[config.mk]
export PLATFORM = sky130hd
export DESIGN_NAME = dds_sweep_ctrl
export DESIGN_NICKNAME = d
export VERILOG_FILES = /design/src/rtl/dds_sweep_ctrl.sv
export SDC_FILE = /design/constraint.sdc
export NUM_CORES = 1
export LEC_CHECK = 0
export ABC_AREA = 1
export CAP_MARGIN = 0
export CORE_MARGIN = 2
export CORE_UTILIZATION = 50
export DETAILED_ROUTE_END_ITERATION = 16
export PLACE_DENSITY_LB_ADDON = 0.05
export SKIP_LAST_GASP = 1
export SYNTH_ARGS = -nofsm -noshare
export SYNTH_HDL_FRONTEND = slang
export SYNTH_SLANG_ARGS = --single-unit
[constraint.sdc]
create_clock -name CLK -period 5.05 [get_ports CLK]
set_clock_uncertainty 0.2 [all_clocks]
set_input_delay 1.515 -clock CLK [delete_from_list [all_inputs] [get_ports CLK]]
set_output_delay 1.515 -clock CLK [all_outputs]
set_load 0.05 [all_outputs]
[src/rtl/dds_sweep_ctrl.sv]
`timescale 1ns/1ps
`default_nettype none
// ============================================================================
//  Module      : dds_sweep_ctrl
//  Description : Steps a DDS through a programmable frequency sweep, holding
//                each step for a number of output periods and measuring them.
//  Revision    : 1.0 - initial release
// ============================================================================
module dds_sweep_ctrl #(
    parameter int CNT_W   = 16,
    parameter int DWELL_W = 4
) (
    input  logic               CLK,
    input  logic               RESET,
    input  logic               START,
    input  logic               STOP,
    input  logic [7:0]         start_step,
    input  logic [7:0]         stop_step,
    input  logic [7:0]         inc_step,
    input  logic [DWELL_W-1:0] dwell,
    input  logic               zero_address,
    output logic               SET,
    output logic [7:0]         step_out,
    output logic [CNT_W-1:0]   period_len,
    output logic               period_valid,
    output logic               busy,
    output logic               done,
    output logic               error
);

    typedef enum logic [2:0] {
        S_IDLE   = 3'd0,
        S_LOAD   = 3'd1,
        S_ALIGN  = 3'd2,
        S_DWELL  = 3'd3,
        S_FINISH = 3'd4
    } state_t;

    state_t               r_state;
    logic                 r_za_prev;
    logic                 r_rdy;
    logic [CNT_W-1:0]     r_cnt;
    logic [DWELL_W-1:0]   r_per_cnt;
    logic [7:0]           r_stop_step;
    logic [7:0]           r_inc_step;
    logic [DWELL_W-1:0]   r_dwell;

    logic                 w_za_evt;
    logic                 w_cnt_max;
    logic [DWELL_W-1:0]   w_dwell_eff;
    logic [DWELL_W-1:0]   w_per_next;
    logic [8:0]           w_sum;
    logic                 w_last;
    logic                 w_cfg_ok;

    assign w_za_evt    = zero_address & ~r_za_prev;
    assign w_cnt_max   = &r_cnt;
    assign w_dwell_eff = (r_dwell == '0) ? DWELL_W'(1) : r_dwell;
    assign w_per_next  = r_per_cnt + DWELL_W'(1);
    assign w_sum       = {1'b0, step_out} + {1'b0, r_inc_step};
    // A carry out of bit 7 also ends the sweep, so a wrapped step is never loaded
    assign w_last      = w_sum[8] | (w_sum[7:0] > r_stop_step);
    assign w_cfg_ok    = (start_step != 8'd0) && (inc_step != 8'd0);
    assign busy        = (r_state != S_IDLE);

    always_ff @(posedge CLK or posedge RESET) begin
        if (RESET) begin
            r_state      <= S_IDLE;
            r_za_prev    <= 1'b0;
            r_rdy        <= 1'b0;
            r_cnt        <= '0;
            r_per_cnt    <= '0;
            r_stop_step  <= 8'd0;
            r_inc_step   <= 8'd0;
            r_dwell      <= '0;
            step_out     <= 8'h01;
            period_len   <= '0;
            SET          <= 1'b0;
            period_valid <= 1'b0;
            done         <= 1'b0;
            error        <= 1'b0;
        end else begin
            SET          <= 1'b0;
            period_valid <= 1'b0;
            done         <= 1'b0;
            error        <= 1'b0;
            r_za_prev    <= zero_address;
            r_rdy        <= 1'b1;

            case (r_state)
                S_IDLE: begin
                    if (START && r_rdy) begin
                        if (w_cfg_ok) begin
                            step_out    <= start_step;
                            r_stop_step <= stop_step;
                            r_inc_step  <= inc_step;
                            r_dwell     <= dwell;
                            r_state     <= S_LOAD;
                        end else begin
                            error <= 1'b1;
                        end
                    end
                end

                S_LOAD: begin
                    if (STOP) begin
                        r_state <= S_IDLE;
                    end else begin
                        SET     <= 1'b1;
                        r_cnt   <= CNT_W'(1);
                        r_state <= S_ALIGN;
                    end
                end

                S_ALIGN: begin
                    if (STOP) begin
                        r_state <= S_IDLE;
                    end else if (w_za_evt) begin
                        r_cnt     <= CNT_W'(1);
                        r_per_cnt <= '0;
                        r_state   <= S_DWELL;
                    end else if (w_cnt_max) begin
                        error   <= 1'b1;
                        r_state <= S_IDLE;
                    end else begin
                        r_cnt <= r_cnt + CNT_W'(1);
                    end
                end

                S_DWELL: begin
                    if (STOP) begin
                        r_state <= S_IDLE;
                    end else if (w_za_evt) begin
                        period_len   <= r_cnt;
                        period_valid <= 1'b1;
                        r_cnt        <= CNT_W'(1);
                        if (w_per_next == w_dwell_eff) begin
                            r_per_cnt <= '0;
                            if (w_last) begin
                                r_state <= S_FINISH;
                            end else begin
                                step_out <= w_sum[7:0];
                                r_state  <= S_LOAD;
                            end
                        end else begin
                            r_per_cnt <= w_per_next;
                        end
                    end else if (w_cnt_max) begin
                        error   <= 1'b1;
                        r_state <= S_IDLE;
                    end else begin
                        r_cnt <= r_cnt + CNT_W'(1);
                    end
                end

                S_FINISH: begin
                    if (!STOP) begin
                        done <= 1'b1;
                    end
                    r_state <= S_IDLE;
                end

                default: r_state <= S_IDLE;
            endcase
        end
    end

endmodule
`default_nettype wire
==> run summary <==
The post-synthesis mux area share works out to 0%. The first detailed-routing pass ran for 5 iterations. The repair_antennas step left the layout with diodes totalling 0. The layer flagged by global routing as most heavily used is met2.

For this run, global-route usage on met1 was measured as 27.1%. From bottom edge to top edge, the die measures 95.8 um. The run gives 3626 as the via count of the first global-routing pass. The placed instances occupy a cell area of 4920 um2. The routed design has 9860 um of wire.

The flow ran to the end, and the final reports show no timing, DRC or antenna violations. In the layout the commonest cells are sky130_fd_sc_hd__nand2_1 (145), sky130_fd_sc_hd__dfrtp_1 (72), sky130_fd_sc_hd__inv_1 (69), sky130_fd_sc_hd__clkdlybuf4s50_1 (61), sky130_fd_sc_hd__nand3_1 (48). Derived from the worst setup path, the maximum achievable clock frequency is 258 MHz. The run gives 3.34 ns as the required time at the endpoint of the critical path. Summing the areas of all and, or, nand and nor instances in the mapped netlist gives 30.1% of the synthesized area.

The critical path in this run is classified as reg -> out. TritonCTS built the clock tree. The synthesized netlist devotes 5.83% of its cell area to adder and majority cells. The mapped netlist covers 4210 um2.

The endpoint class of the critical path is a primary output. Following the worst setup path forward leads to its endpoint at busy. Buffers added to address setup during post-CTS repair amount to 0. The worst register-to-register path begins at r_inc_step[0]$_DFFE_PP0P_. For the finished layout, the period the worst path requires is 3.87 ns. Setup violations remaining at the end of the flow were counted as 0.

The fraction of layout cells with a size suffix above 1 is 7.68%. In this run, synthesis produced a sequential element count of 73. The share of synthesized area in the top cell type comes to 42.8%. During synthesis, Yosys emitted a total of 0 warnings. The layout has 721 filler cells. After clock tree synthesis, the clock-pin slew on the worst setup and hold paths is 0.08 ns. The run gives 39 as the count of cell types in the netlist.

The initial antenna violation count was 0; the relative slew slack was 47.3%. The synthesized netlist devotes 9.84% of its cell area to compound gates. Global routing used 3.76% of the available met3 tracks. The die covers 9170 um2.

For the top-level port count, the log shows 62. The design draws 3.09 mW. At the end of routability-driven placement, the weighted congestion stood at 0.894. For this run, global-route usage on met2 was measured as 41.4%. The root buffer cell is sky130_fd_sc_hd__clkbuf_8. In this run the standard cell core region covers 8180 um2.

After layout, the worst path uses 76.6% of the clock period. By area, the combinational part of the netlist is dominated by simple AND/OR/NAND/NOR gates. After the first detailed-routing iteration, the DRC count stood at 159.

The number of hold-repair buffers added at the cts stage is 0. STA classifies the critical path startpoint as a flip-flop. The logs give 22.9% for the overall track demand over capacity in global routing and 544 for the synthesized instance count.

Row generation in the floorplan step produced 33 rows. Dividing the detail-routed wire length by the instance count gives 13.7 um. The initial utilization of the core area, before any placement, comes to 51.5%.

Across all layers, the routed design uses 3724 vias. The clock reaches the later pin of the worst-skew pair after 0.35 ns. The number of buffers on the longest clock path is 2.

The detail route stage leaves a number of antenna-violating nets equal to 0. The number of endpoints with negative hold slack in the final report is 0. The floorplan die width is 95.8 um, and the leakage power is 2.56 nW.

For the pin with the worst max-slew slack, the measured transition is 0.789 ns. The largest vdd supply drop is 0.000240 V. The depth of the most critical reg-to-reg path came out at 16. The clock net in this run drives a total of 73 sinks.

In this run the worst hold path is classified as reg -> reg. Entering global routing, the biggest net connects 74 pins. The area growth from synthesis to layout was 23.1%. The H-tree was split into 3 levels. Dividing the detail-routed via count by the number of cells gives 5.19. Once detailed placement completed, the half-perimeter wirelength came to 7250 um. Setup repair after global routing left no endpoint under its margin. The power per cell area works out to 596 nW/um2.

Tracing the worst setup path back leads to its startpoint at r_state[1]$_DFFE_PP0P_. Setup TNS: 0 ns. Of the total synthesized cell area, the portion taken by XOR and XNOR cells is 2.50%.

Global routing finished with a remaining overflow of 0. The signal arrival time at the worst endpoint is 2.15 ns. When the netlist entered floorplanning its net count stood at 596. For the post-layout net count, the log shows 659. In this run the tool buffered the top-level ports with 61 buffer cells.

The register-to-register setup slack came out at 1.86 ns. The library cell occupying the most area in the post-synthesis netlist is sky130_fd_sc_hd__dfrtp_1. After routing the design area is 5180 um2. The endpoint identified for the worst register-to-register timing path is step_out[7]$_DFFE_PP0P_. Across the run, the number of max-cap violations was 0.

For the worst hold slack across all endpoints, the log shows 0.275 ns. The first global-routing pass estimated 16300 um of wire. Once routing completed, OpenROAD measured the worst setup slack at 1.18 ns. The number of standard cells in the layout, taps in and fillers out was 717; the number of max-slew violations in the final report was 0. The cell count after placement is 701.

The sequential cell area fraction in the yosys report was 43.4%; the number of gates given a new drive strength after cts was 0. The number of CTS-inserted buffers came out at 9. The minimum setup slack after placement was 1.27 ns; the remaining routing DRC violations was 0. The utilization after layout was 63.4%; the top fanout value on the critical path was 6. Yosys attributes the largest share of cell area to sky130_fd_sc_hd__dfrtp_1 (43%), sky130_fd_sc_hd__nand2_1 (13%), sky130_fd_sc_hd__inv_1 (6.2%). The average cell area after synthesis was 7.74 um2. Leaving out fill and tap cells, the most frequent cell in the layout is sky130_fd_sc_hd__nand2_1.
[area by class of cell]
class                           count  area (um2)  share of cell area (%)
Clock buffer                       12         165                    3.19
Timing Repair Buffer               63         638                    12.3
Clock inverter                      4        97.6                    1.88
Inverter                           75         284                    5.48
Multi-Input combinational cell    385        2040                    39.3
Tap cell                          105         131                    2.54
Sequential cell                    73        1830                    35.3
[worst max-delay path, stage by stage, from the launching register on]
cell and delay [ns]:
sky130_fd_sc_hd__dfrtp_1 0.47, sky130_fd_sc_hd__nor2_1 0.25, sky130_fd_sc_hd__inv_1 0.09, sky130_fd_sc_hd__nor2_1 0.19, sky130_fd_sc_hd__inv_1 0.11, sky130_fd_sc_hd__clkdlybuf4s50_1 0.71
[kinds of logic (layout without fill, tap and decap cells)]
group / Yosys count / in the layout
flops: 73 / 73
buf+inv: 86 / 154
fa+ha+maj: 19 / 19
compound gates: 74 / 74
simple gates: 279 / 279
other cells: 1 / 1
xor+xnor: 12 / 12
[how the worst min path moves through the flow]
stage	slack (ns)	depth (start not counted)	end	from
floorplan	0.26	2	r_inc_step[0]$_DFFE_PP0P_	r_inc_step[0]$_DFFE_PP0P_
detailed placement	0.26	2	period_len[12]$_DFFE_PP0P_	period_len[12]$_DFFE_PP0P_
finish	0.27	2	period_len[12]$_DFFE_PP0P_	period_len[12]$_DFFE_PP0P_
global placement	0.26	2	period_len[12]$_DFFE_PP0P_	period_len[12]$_DFFE_PP0P_
CTS	0.28	2	period_len[12]$_DFFE_PP0P_	period_len[12]$_DFFE_PP0P_
global route	0.31	2	step_out[0]$_DFFE_PP1P_	step_out[0]$_DFFE_PP1P_
[where the power goes]
part,switching [mW],internal [mW]
combinational,1.03,0.559
sequential,0.131,0.764
clock,0.232,0.369
[sequential cells by signal, indices dropped and copies added (netlist names)]
name / flops
period_len: 16
r_cnt: 16
r_inc_step: 8
r_stop_step: 8
step_out: 8
r_dwell: 4
r_per_cnt: 4
r_state: 3
SET: 1
done: 1
error: 1
period_valid: 1
r_rdy: 1
r_za_prev: 1
[routing by layer]
metal | vias up | share of wire, %
met2 | 98 | 52
met3 | 14 | 4.7
li1 | 1879 | -
met1 | 1733 | 42
met5 | - | 0
met4 | 0 | 1.7
[cells in the mapped netlist (all sizes together)]
library cell,count
nand2,150
inv,74
dfrtp,72
nor2,51
nand3,50
o21ai,47
a21oi,23
ha,18
nand4,13
xor2,11
nor3,9
buf,8
and2,3
clkbuf,3
a21o,2
nand3b,2
clkinv,1
conb,1
dfstp,1
fa,1
o22ai,1
o32ai,1
or2,1
xnor2,1
No activity file was read; power rests on OpenSTA's default activity.
